`config.mk`:
```
export PLATFORM = sky130hd
export DESIGN_NAME = neuron_l1
export DESIGN_NICKNAME = d
export VERILOG_FILES = /design/src/rtl/neuron_l1.sv
export SDC_FILE = /design/constraint.sdc
export NUM_CORES = 1
export LEC_CHECK = 0
export CORE_AREA = 4 4 169 106
export CTS_CLUSTER_DIAMETER = 60
export CTS_CLUSTER_SIZE = 28
export DETAILED_ROUTE_END_ITERATION = 12
export DIE_AREA = 0 0 173 110
export PLACE_DENSITY = 0.72
export SLEW_MARGIN = 10
export SYNTH_ARGS = -nofsm -noshare
export SYNTH_HDL_FRONTEND = slang
export SYNTH_SLANG_ARGS = --single-unit
export TNS_END_PERCENT = 10
```
`constraint.sdc`:
```
create_clock -name i_clk -period 13.45 [get_ports i_clk]
set_input_delay 2.0175 -clock i_clk [delete_from_list [all_inputs] [get_ports i_clk]]
set_output_delay 2.0175 -clock i_clk [all_outputs]
set_load 0.01 [all_outputs]
```
`src/rtl/neuron_l1.sv`:
```
`default_nettype none
// neuron_l1 -- layer-1 integrate-and-fire neuron: snapshot, serial sum, threshold compare, refractory.
// Rev 1.0
module neuron_l1 #(
  parameter int p_inputs       = 4,
  parameter int p_width        = 9,
  parameter int p_weight_width = 9,
  parameter int p_refractory   = 16,
  localparam int CW = p_width + p_weight_width,
  localparam int AW = CW + ((p_inputs > 1) ? $clog2(p_inputs) : 1)
) (
  input  logic                   i_clk,
  input  logic                   i_rst,
  input  logic                   i_event,
  input  logic [p_inputs*CW-1:0] i_cell_out,
  input  logic [AW-1:0]          i_threshold,
  output logic                   o_spike,
  output logic [AW-1:0]          o_potential,
  output logic                   o_busy,
  output logic                   o_drop
);

  localparam int IW = (p_inputs > 1) ? $clog2(p_inputs) : 1;
  localparam int RW = (p_refractory > 0) ? $clog2(p_refractory + 1) : 1;

  typedef enum logic [1:0] {
    IDLE = 2'd0,
    ACC  = 2'd1,
    CMP  = 2'd2,
    REFR = 2'd3
  } state_t;

  state_t          state;
  logic [CW-1:0]   snap [p_inputs];
  logic [AW-1:0]   thr;
  logic [AW-1:0]   acc;
  logic [IW-1:0]   idx;
  logic [RW-1:0]   cnt;

  assign o_busy = (state != IDLE);

  always_ff @(posedge i_clk or posedge i_rst) begin
    if (i_rst) begin
      state       <= IDLE;
      for (int j = 0; j < p_inputs; j++) snap[j] <= '0;
      thr         <= '0;
      acc         <= '0;
      idx         <= '0;
      cnt         <= '0;
      o_spike     <= 1'b0;
      o_potential <= '0;
      o_drop      <= 1'b0;
    end else begin
      o_spike <= 1'b0;
      o_drop  <= 1'b0;
      case (state)
        IDLE: begin
          if (i_event) begin
            for (int j = 0; j < p_inputs; j++) snap[j] <= i_cell_out[j*CW +: CW];
            thr   <= i_threshold;
            acc   <= '0;
            idx   <= '0;
            state <= ACC;
          end
        end
        ACC: begin
          o_drop <= i_event;
          // Sum is built only from the snapshot, so live input changes cannot leak in.
          acc    <= acc + AW'(snap[idx]);
          if (idx == IW'(p_inputs - 1)) begin
            state <= CMP;
          end else begin
            idx <= idx + IW'(1);
          end
        end
        CMP: begin
          o_drop      <= i_event;
          o_potential <= acc;
          o_spike     <= (acc >= thr);
          if ((acc >= thr) && (p_refractory > 0)) begin
            cnt   <= RW'(p_refractory);
            state <= REFR;
          end else begin
            state <= IDLE;
          end
        end
        REFR: begin
          o_drop <= i_event;
          cnt    <= cnt - RW'(1);
          if (cnt == RW'(1)) state <= IDLE;
        end
        default: state <= IDLE;
      endcase
    end
  end

endmodule
`default_nettype wire

```
# After elaboration in Yosys (flattened, before gate mapping)
# Index checks and enable logic that the tools add are counted.
# classes
addsub	3
n_mul	0
div	0
order_cmp	2
n_eq_ne	10
n_shift	0
n_mux	17
n_bitwise	1
reduce_logical	10
# ops
operator	n
$pmux 20 s2	1
$bmux 18 s2	1
$mux 18	2
$add 20x18->20	1
$ge 20x20->1	1
$mux 20	1
$mux 2	6
$ne 2x2->1 const B	5
$pmux 5 s2	1
$pmux 2 s4	1
$eq 2x2->1 const B	3
$reduce_and 2->1	3
$reduce_and 3->1	2
$reduce_bool 2->1	3
$eq 5x1->1 const B	1
$mux 5	1
$sub 5x1->5 const B	1
$pmux 2 s2	1
$ge 3x3->1 const B	1
$not 2->3	1
$reduce_or 3->1	1
$add 2x1->2 const B	1
$eq 2x1->1 const B	1
$logic_not 2->1	1
$mux 1	2
# totals
ff_bits	143
latch_bits	0
ramBits	0
mem_bits_ro	0
in_bits	95
output_inout_bits	23
mem_count	0

# Logic depth before layout (Yosys ltp)
# Gate-level depths: netlist of run 1.
# depth
depth_word	6
ltp_mapped	11

# Least setup slack after synthesis of run 1
# Ideal clock, no wire load.
# synth_path
path_type	reg-to-reg
from	reg idx[0]
to	reg acc[16]
setup_ps	136
t_arrival_ps	2867
required_ps	13314
setup_slack_ps	10447
path_stages_with_launch	12
path_buffers	3
path_cell_list	dfrtp_1 buf_2 buf_2 mux4_2 ha_1 clkbuf_1 nand3_1 nor2_1 nor2_1 o311a_1 mux2i_1 o311ai_1
# synth_via
elab_chain_len	6
# synth_rtl
element	line	text
start, declared	37	logic [IW-1:0] idx;
start signal, assigned	73	idx <= idx + IW'(1);
$not 2->3 (not written as such)	69	acc <= acc + AW'(snap[idx]);
$bmux 18 s2	69	
$mux 18 (not written as such) (2 in a row)	69	
$add 20x18->20	69	
$pmux 20 s2	56	case (state)
end signal, assigned	69	
end, declared	36	logic [AW-1:0] acc;
# No other way between the ends. The select of a mux whose other input is x is not followed.
# A chain may end at the register's enable or synchronous reset.

# Final worst setup path of run 1
# layout_path
from	in i_event
to	reg acc[17]
# layout_via
elab_chain_len	2
# layout_rtl
element	line	text
start, declared	14	input logic i_event,
$ne 2x2->1 (no source line)	n/a	
$reduce_and 2->1 (no source line)	n/a	
# No other way between the ends.

==> results of run 1 <==
-- state kept, by name, summed over array words and instances (netlist names) --
signal	cells
snap	72
state	2
idx	2
cnt	5
o_potential	20
o_spike	1
o_drop	1
acc	20
thr	20
-- metal layers --
layer  up-vias  global-route usage (%)  share of wire (%)
li1       2802                       -                  -
met1      2685                    27.3                 50
met2       176                    28.3                 43
met3        17                    4.81                6.7
met4         0                    4.89               0.87
met5         -                       0                  0
-- stage by stage --
step,total power (W),utilization (%),instances,instance area [µm²]
after CTS,0.00244,57.1,1088,9210
after global placement,0.00189,53.2,1056,8570
after global routing,0.00264,57.1,1088,9210
after detailed placement,0.00192,53.2,1056,8570
after floorplan,0.00159,-,762,7240
final,0.00243,57.1,1088,9210
-- area by class of cell --
class / instances / share of cell area, %
sequential: 143 / 38.9
multi-input combinational: 546 / 36.7
timing repair buffer: 123 / 13.2
clock buffer: 17 / 4.62
tap: 209 / 2.84
clock inverter: 15 / 2.26
inverter: 35 / 1.48
-- how the worst max path moves through the flow --
stage,start,end,cells past startpoint
after detailed placement,i_event,acc[17],6
after CTS,i_event,acc[17],6
after global routing,i_event,acc[17],6
after floorplan,i_rst,acc[0],1
after global placement,i_event,acc[17],6
final,i_event,acc[17],6
-- cell usage after synthesis (all sizes together) (5+ instances only) --
cell | instances | area [µm²]
mux2 | 22 | 248
inv | 35 | 131
nand2 | 268 | 1010
a21o | 7 | 52.6
nor2 | 21 | 78.8
xor2 | 7 | 61.3
ha | 41 | 513
o21a | 6 | 45.0
nand3 | 22 | 110
a211oi | 5 | 37.5
a21oi | 23 | 115
nand4 | 6 | 37.5
buf | 13 | 63.8
mux2i | 5 | 50.1
dfrtp | 143 | 3580
mux4 | 18 | 405
a31oi | 5 | 31.3
o21ai | 44 | 220
clkbuf | 25 | 93.8
-- cells by family (layout without fill, tap and decap cells) --
logic type | after synthesis | in the layout | share of synthesized area (%)
AOI/OAI and AO/OA | 117 | 117 | 10.1
buffers and inverters | 73 | 190 | 3.99
and+or+nand+nor | 333 | 333 | 18.4
muxes | 45 | 45 | 9.71
xor gates and xnor gates | 9 | 9 | 1.09
DFF | 143 | 143 | 49.4
adders and majority gates | 42 | 42 | 7.36
-- cells in the final DEF, fill, tap and decap left out, drive strengths merged, types with 3 or more instances in the layout --
cell,Yosys,routed
mux2i,5,5
xor2,7,7
nand4,6,6
bufinv,0,4
nand2,268,268
buf,13,6
o2111ai,4,4
nor3,4,4
clkbuf,25,17
o21ai,44,44
a21o,7,7
clkdlybuf4s50,0,117
inv,35,40
a21oi,23,23
o22ai,3,3
nor2,21,21
ha,41,41
a31oi,5,5
a211oi,5,5
and3,4,4
mux4,18,18
o21a,6,6
clkinvlp,0,4
mux2,22,22
nand3,22,22
dfrtp,143,143
-- power breakdown --
part           internal, W  total (W)  switching, W  leakage, nW
Sequential        0.000632   0.000768      0.000136         1.78
Combinational     0.000516    0.00116      0.000642         2.32
Clock             0.000313   0.000505      0.000192        0.297
Total              0.00146    0.00243      0.000970         4.40
-- worst register-to-register path, stage by stage (launching register included) --
cell and delay (ns):
dfrtp_1 0.99, mux4_2 0.45, ha_1 0.24, fa_1 0.43
a211oi_1 0.33, nor3_1 0.16, or2_1 0.34, a211oi_1 0.27
xor2_1 0.18, o21ai_1 0.07
==> summary.md, run 1 <==
| Metric | Value |
|---|---|
| Outcome | `finished, final reports clean` |
| Max Freq | `264 MHz` |
| Wirelength per Cell | `16.0 µm` |
| Syn_area_per_cell | `9.51 µm²` |
| PwrDens | `264 nW/µm²` |
| Fill cells | `approximately 1.4k` |
| Worst slew pin tran | `1.13 ns` |
| Die width | `173 µm` |
| Worst path required time | `13.74 ns` |
| Post-route setup slack | `9.66 ns` |
| CTS tree | `done` |
| Sequential area share after synthesis | `49.4%` |
| Initial antenna violation count | `0` |
| Worst slew margin | `24.9%` |
| Rows | `36` |
| DR vias/cell | `~5.2` |
| Via count | `between 5k and 6k` |
| Hold endpoint | `snap[42]` |
| RR Endpoint | `acc[12]` |
| # H-tree levels | `4` |
| Area of the multi-input gates | `3380 µm²` |
| Clk_skew | `around 0.015 ns` |
| Reg clk slew, reported paths | `~0.060 ns` |
| Hold buffers post-CTS | `0` |
| CP max FO | `115` |
| Slew Limit Fails | `0` |
| Delay-heaviest family, CP | `buffers and inverters` |
| Worst reg-to-reg setup slack | `between 9 and 10 ns` |
| HP Start | `snap[42]` |
| First-pass GRT wire length | `28,500 µm` |
| Drt initial violations | `roughly 440` |
| CP Class | `input port to register` |
| Critical-path cell list | `clkdlybuf4s50_1 > and2_4 > buf_4 > nor2_1 > a22oi_1 > nand3_1` |
| Critical path arrival | `4.08 ns` |
| Synth warnings | `0` |
| Initial Util | `44.9%` |
| Die H | `110 µm` |
| Tot GR Track Use | `a little under a fifth` |
| Max Root-Sink Buffers | `2` |
| Total die area | `around 19,000 µm²` |
| Dpl ws | `slightly above 9 ns` |
| Post-Syn Nets | `899` |
| Layout Area Growth over Synthesis | `27.1%` |
| FF/Latch Area | `3580 µm²` |
| DRC violations left | `0` |
| Post-Route WL | `roughly 17,000 µm` |
| Detail Route Antenna Nets | `0` |
| Most used DFF post-synth | `dfrtp_1` |
| Clk_lat worst skew | `about 0.42 ns` |
| Core ar. | `16,100 µm²` |
| Setup Viol. Count Final | `0` |
| EDFF count, synth | `0` |
| Yosys reg bits | `about 140` |
| Top Ports | `118` |
| Async SR Flop Fraction | `100%` |
| CP peak stage delay | `0.80 ns` |
| Synth cell types | `51` |
| LEAKAGE | `4.40 nW` |
| Hold WS | `0.470 ns` |
| R2r startpoint | `idx[1]` |
| Setup_tns | `0 ns` |
| Crit end category | `register` |
| Worst IR Drop VDD | `0.113 mV` |
| GRT overflow | `0` |
| Reg2reg path depth | `9` |
| Buf/Inv on CP | `2` |
| Layout Nets | `1,003` |
| Mapped Cells | `between 700 and 800` |
| Clock Sinks | `roughly 140` |
| Min Tclk post-route | `3.79 ns` |
| Post-DP HPWL | `around 12,000 µm` |
| # diodes | `0` |
| Resized Gates After CTS | `0` |
| RSZ-0062 raised after global routing | `no` |
| Critical path startpoint category | `input port` |
| Mapped cell area | `7240 µm²` |
| Gp weighted congestion | `0.884` |
| Vias in the first global route | `5,611` |
| Iteration count of the initial detailed-routing pass | `5` |
| Total setup buffers inserted after CTS | `0` |
| Hold crit path type | `register to register` |
| Fin. Hold Viols | `0` |
| Layout cell share with drive strength beyond 1 | `8.19%` |
| Largest net degree at the start of global routing | `116` |
| Inserted Clock Buffers | `17` |
| Slowest cell on the critical path | `buf_4` |
| Root Driver | `clkbuf_16` |
| Fin crit share | `28.2%` |
| Hold Crit Depth | `2` |
| Max Cap Violations | `0` |
| # port buffers | `roughly 120` |
(Power assumes the default switching activity.)
==> run 2: changes to the inputs <==
==> constraint.sdc (replaced) <==
create_clock -name i_clk -period 3.76 [get_ports i_clk]
set_input_delay 0.564 -clock i_clk [delete_from_list [all_inputs] [get_ports i_clk]]
set_output_delay 0.564 -clock i_clk [all_outputs]
set_load 0.01 [all_outputs]
==> summary.md, run 2 (synthesis results as in run 1) <==
| Metric | Value |
|---|---|
| Outcome | `finished, final reports clean` |
| Dpl ws | `0.423 ns` |
| Root Driver | `clkbuf_16` |
| Commonest non-fill, non-tap cell in the layout | `nand2_1` |
| Post-route setup slack | `~0.43 ns` |
| Most used cell, CP | `a211oi_1` |
| Die width | `173 µm` |
| Total setup buffers inserted after CTS | `0` |
| Top Ports | `118` |
| Commonest non-fill, non-tap cells in the layout | `nand2_1 (267), dfrtp_1 (143), clkdlybuf4s50_1 (117)` |
| Worst IR Drop VDD | `~0.46 mV` |
| CP peak stage delay | `0.63 ns` |
| # port buffers | `117` |
| Slew Limit Fails | `0` |
| Slowest cell on the critical path | `dfrtp_1` |
| Iteration count of the initial detailed-routing pass | `5` |
| Max Freq | `301 MHz` |
| Delay-heaviest family, CP | `compound AO/OA/AOI/OAI gates` |
| CTS tree | `done` |
| Switching share of power | `between 40% and 50%` |
| Gp weighted congestion | `0.862` |
| Worst slew pin tran | `0.936 ns` |
| Post-DP HPWL | `13,100 µm` |
| Combinational power share | `47.8%` |
| Setup_tns | `0 ns` |
| GRT overflow | `0` |
| Inserted Clock Buffers | `17` |
| First-pass GRT wire length | `29,300 µm` |
| Reg clk slew, reported paths | `approximately 0.060 ns` |
| Largest net degree at the start of global routing | `46` |
| Max Root-Sink Buffers | `2` |
| Worst path required time | `4.05 ns` |
| Critical-path cell list | `mux4_2 > ha_1 > fa_1 > a211oi_1 > nor3_1 > or2_1 > a211oi_1 > xor2_1 > o21ai_1` |
| Drt initial violations | `between 400 and 500` |
| Layout Area Growth over Synthesis | `27.9%` |
| # H-tree levels | `4` |
| Sw Pwr | `0.00349 W` |
| Max Cap Violations | `0` |
| Crit end category | `register` |
| Reg with most FFs | `snap` |
| Critical path startpoint category | `register` |
| Setup Viol. Count Final | `0` |
| Critical path arrival | `3.61 ns` |
| Resized Gates After CTS | `0` |
| Share of total power in the clock network | `20.4%` |
| CP Class | `register to register` |
| Clk_skew | `0.0137 ns` |
| Clock Sinks | `approximately 140` |
| Sequential fraction of design power | `31.9%` |
| Clk_lat worst skew | `0.43 ns` |
| Hold buffers post-CTS | `0` |
| Die H | `110 µm` |
| Wirelength per Cell | `16.2 µm` |
| Via count | `5,775` |
| Core ar. | `~16,000 µm²` |
| Min Tclk post-route | `3.33 ns` |
| Worst slew margin | `37.5%` |
| PwrDens | `941 nW/µm²` |
| RSZ-0062 raised after global routing | `no` |
| Layout cell share with drive strength beyond 1 | `8.81%` |
| DRC violations left | `0` |
| Vias in the first global route | `approximately 5.9k` |
| Layout Nets | `1,010` |
| Max reg flops | `a little over 70` |
| Initial Util | `44.9%` |
| Detail Route Antenna Nets | `0` |
| Total die area | `about 19,000 µm²` |
| Fin. Hold Viols | `0` |
| LEAKAGE | `4.44 nW` |
| DR vias/cell | `about 5.3` |
| Rows | `36` |
| Fin crit share | `about nine tenths` |
| CP max FO | `8` |
| Pint | `0.00523 W` |
| Buf/Inv on CP | `0` |
| # diodes | `0` |
| Post-Route WL | `17,800 µm` |
| Initial antenna violation count | `0` |
| Hold crit path type | `register to register` |
| Tot GR Track Use | `19.3%` |
==> run 2: cell types whose count changed in the layout (fill, tap and decap cells not counted), sizes merged <==
cell | before | now
buf | 6 | 13
inv | 40 | 35
clkinv | 2 | 6
==> run 2: area by class of cell <==
class | instances | area, µm²
inverter | 35 | 135
sequential | 143 | 3580
fill | 1384 | 6860
timing repair buffer | 130 | 1290
clock buffer | 17 | 425
multi-input combinational | 546 | 3380
clock inverter | 14 | 193
tap | 209 | 262
==> run 2: layer usage <==
metal | GRT usage [%] | share of wire [%]
met5 | 0 | 0
met4 | 6.03 | 1.7
met3 | 5.15 | 6.0
met2 | 28.9 | 44
met1 | 27.7 | 49
==> run 2: metrics by stage <==
stage / cell area [µm²] / cells / hold WS (ns) / util, % / total power (W)
4_1_cts: 9270 / 1094 / 0.477 / 57.5 / 0.00873
3_5_place_dp: 8650 / 1063 / 0.458 / 53.6 / 0.00691
3_3_place_gp: 8650 / 1063 / 0.452 / 53.6 / 0.00677
5_1_grt: 9270 / 1094 / 0.499 / 57.5 / 0.00945
2_1_floorplan: 7250 / 762 / 0.440 / - / 0.00570
6_report: 9270 / 1094 / 0.473 / 57.5 / 0.00872
==> run 2: path summary, 6_finish.rpt <==
path                            cells past startpoint      from  slack [ns]  endpoint
worst max register to register                      9    idx[0]        0.43   acc[12]
worst min register to register                      2  snap[21]        0.47  snap[21]
min in group asynchronous                           2     i_rst        0.68    thr[2]
max in group asynchronous                           3     i_rst        2.30  snap[66]
worst max-delay path                                9    idx[0]        0.43   acc[12]
worst min-delay path                                2  snap[21]        0.47  snap[21]
==> run 2: tightest hold or removal path, delay by kind of cell, from the launching register on <==
family           cells  cell delay (ns)
AND/OR/NAND/NOR      2             0.10
flip-flops           1             0.34
==> run 2: power by group through the flow <==
stage | clock, W | combinational (W) | sequential [W]
after floorplan | 0 | 0.00308 | 0.00262
after global placement | 0 | 0.00399 | 0.00277
after detailed placement | 0 | 0.00411 | 0.00279
after CTS | 0.00180 | 0.00415 | 0.00278
after global routing | 0.00187 | 0.00472 | 0.00286
final | 0.00177 | 0.00417 | 0.00278
==> run 3: changes to the inputs <==
--- a/config.mk
+++ b/config.mk
@@ -10,6 +10,7 @@
 export CTS_CLUSTER_SIZE = 28
 export DETAILED_ROUTE_END_ITERATION = 12
 export DIE_AREA = 0 0 173 110
+export GPL_TIMING_DRIVEN = 0
 export PLACE_DENSITY = 0.72
 export SLEW_MARGIN = 10
 export SYNTH_ARGS = -nofsm -noshare
==> summary.md, run 3 (synthesis results as in run 1) <==
| Metric | Value |
|---|---|
| Outcome | `finished, final reports clean` |
| Layout Area Growth over Synthesis | `28.7%` |
| Layout Nets | `1,039` |
| Max Cap Violations | `0` |
| Critical path arrival | `roughly 3.8 ns` |
| Total die area | `19,000 µm²` |
| Drt initial violations | `roughly 470` |
| Via count | `a little over 6k` |
| Critical path startpoint category | `register` |
| Inserted Clock Buffers | `17` |
| Initial antenna violation count | `0` |
| Setup Viol. Count Final | `0` |
| Slew Limit Fails | `0` |
| M2 GR Usage | `a little under 30%` |
| Crit end category | `register` |
| Setup_tns | `0 ns` |
| Fill cells | `1,406` |
| Worst slew margin | `49.2%` |
| RR Endpoint | `acc[12]` |
| DRC violations left | `0` |
| Die H | `110 µm` |
| Critical-path cell list | `clkbuf_1 > mux4_2 > ha_1 > fa_1 > a211oi_1 > nor3_1 > or2_1 > a211oi_1 > xor2_1 > o21ai_1` |
| # port buffers | `117` |
| Most used cell, CP | `a211oi_1` |
| CP peak stage delay | `~0.47 ns` |
| Root Driver | `clkbuf_16` |
| CP max FO | `10` |
| Vias in the first global route | `5,840` |
| # placed instances | `1,092` |
| Fin. Hold Viols | `0` |
| Slowest cell on the critical path | `clkbuf_1` |
| Post-DP HPWL | `14,500 µm` |
| Finished Layout Cells | `1,124` |
| # H-tree levels | `4` |
| Reg clk slew, reported paths | `about 0.060 ns` |
| Iteration count of the initial detailed-routing pass | `7` |
| Gp weighted congestion | `slightly below 0.9` |
| Wirelength per Cell | `17.2 µm` |
| Hold Crit Depth | `2` |
| GRT busiest layer | `met1` |
| Tot GR Track Use | `20.4%` |
| Worst IR Drop VDD | `0.397 mV` |
| Worst path required time | `4.04 ns` |
| PwrDens | `~930 nW/µm²` |
| Layout cell share with drive strength beyond 1 | `under 10%` |
| Initial Util | `44.9%` |
| Post-Route WL | `19,400 µm` |
| Fin crit share | `93.3%` |
| HP Start | `snap[30]` |
| LEAKAGE | `4.46 nW` |
| DR vias/cell | `5.39` |
| Reg2reg path depth | `10` |
| Clock Sinks | `~140` |
| Die width | `~170 µm` |
| Max Root-Sink Buffers | `2` |
| Final core utilization | `57.8%` |
| Worst slew pin tran | `approximately 0.76 ns` |
| GRT overflow | `0` |
| Commonest non-fill, non-tap cells in the layout | `nand2_1 (268), dfrtp_1 (143), clkdlybuf4s50_1 (117)` |
| Max Freq | `285 MHz` |
| Rows | `36` |
| Reg with most FFs | `snap` |
| Top Ports | `118` |
| Detail Route Antenna Nets | `0` |
| Max reg flops | `approximately 70` |
| Largest net degree at the start of global routing | `36` |
| R2r startpoint | `idx[1]` |
| # diodes | `0` |
| First-pass GRT wire length | `30,800 µm` |
| Hold crit path type | `register to register` |
| Clk_lat worst skew | `around 0.42 ns` |
| RSZ-0062 raised after global routing | `no` |
| Core ar. | `16,100 µm²` |
| Clk_skew | `0.00957 ns` |
| CP Class | `register to register` |
| Hold endpoint | `snap[30]` |
| GRT met3 Usage | `4.53%` |
| CTS tree | `done` |
| Min Tclk post-route | `3.51 ns` |
| GR Util met1 | `31.5%` |
| Commonest non-fill, non-tap cell in the layout | `nand2_1` |
| Worst reg-to-reg setup slack | `approximately 0.25 ns` |
-- run 3: cell types whose count changed in the layout (fill, tap and decap cells not counted), moves of 2 or more --
cell	previous run	this run
bufinv_16	4	1
clkbuf_1	0	26
buf_12	2	4
buf_2	0	12
buf_4	11	0
-- run 3: layout make-up --
cell class              instances  area, µm²  area share [%]
flip-flops and latches        143       3580            38.4
repair buffers                121       1250            13.4
multi-input cells             546       3380            36.2
clock inverters                13        115            1.24
plain buffers                  38        159            1.71
inverters                      35        135            1.45
well taps                     209        262            2.81
clock buffers                  19        443            4.75
-- run 3: how the worst max path moves through the flow --
stage / to / cells after the start / start / slack, ns
final: acc[12] / 10 / idx[1] / 0.25
after global routing: acc[16] / 11 / idx[0] / 0.01
after CTS: acc[16] / 11 / idx[1] / 0.17
after detailed placement: acc[16] / 11 / idx[1] / 0.18
after global placement: snap[33] / 2 / i_rst / 0.11
after floorplan: acc[16] / 11 / idx[0] / 0.76
-- run 3: repair_timing --
| action | in CTS | in global routing |
|---|---|---|
| buffers inserted | 0 | 0 |
| resized for setup | 0 | 1 |
| hold buffers | 0 | 0 |
| setup endpoints to repair | 0 | 2 |
-- run 3: routing by layer --
layer	up-vias	wire [µm]
li1	2863	-
met1	2952	9670
met2	220	8070
met3	23	1430
met4	0	204
met5	-	0
-- run 3: critical path, delay by kind of cell, from the launching register on --
kind	cells	cell delay, ns
AOI/OAI and AO/OA	3	0.69
adders and majority gates	2	0.67
and+or+nand+nor	2	0.55
buffers and inverters	1	0.47
muxes	1	0.44
DFF	1	0.37
xor gates and xnor gates	1	0.20
-- run 3: metrics by stage --
stage | setup slack (ns) | area [µm²] | total power (W) | hold WS (ns)
2_1_floorplan | 0.757 | 7250 | 0.00570 | 0.440
3_3_place_gp | 0.105 | 8680 | 0.00686 | 0.454
3_5_place_dp | 0.179 | 8760 | 0.00701 | 0.457
4_1_cts | 0.174 | 9320 | 0.00866 | 0.472
5_1_grt | 0.0146 | 9320 | 0.00933 | 0.489
6_report | 0.252 | 9320 | 0.00865 | 0.468
-- run 3: where the power goes --
part           switching [W]  internal, W  total (W)  leakage (nW)
combinational        0.00248      0.00188    0.00435          2.41
clock               0.000669     0.000928    0.00160         0.266
sequential          0.000439      0.00226    0.00270          1.78
total                0.00358      0.00507    0.00865          4.46
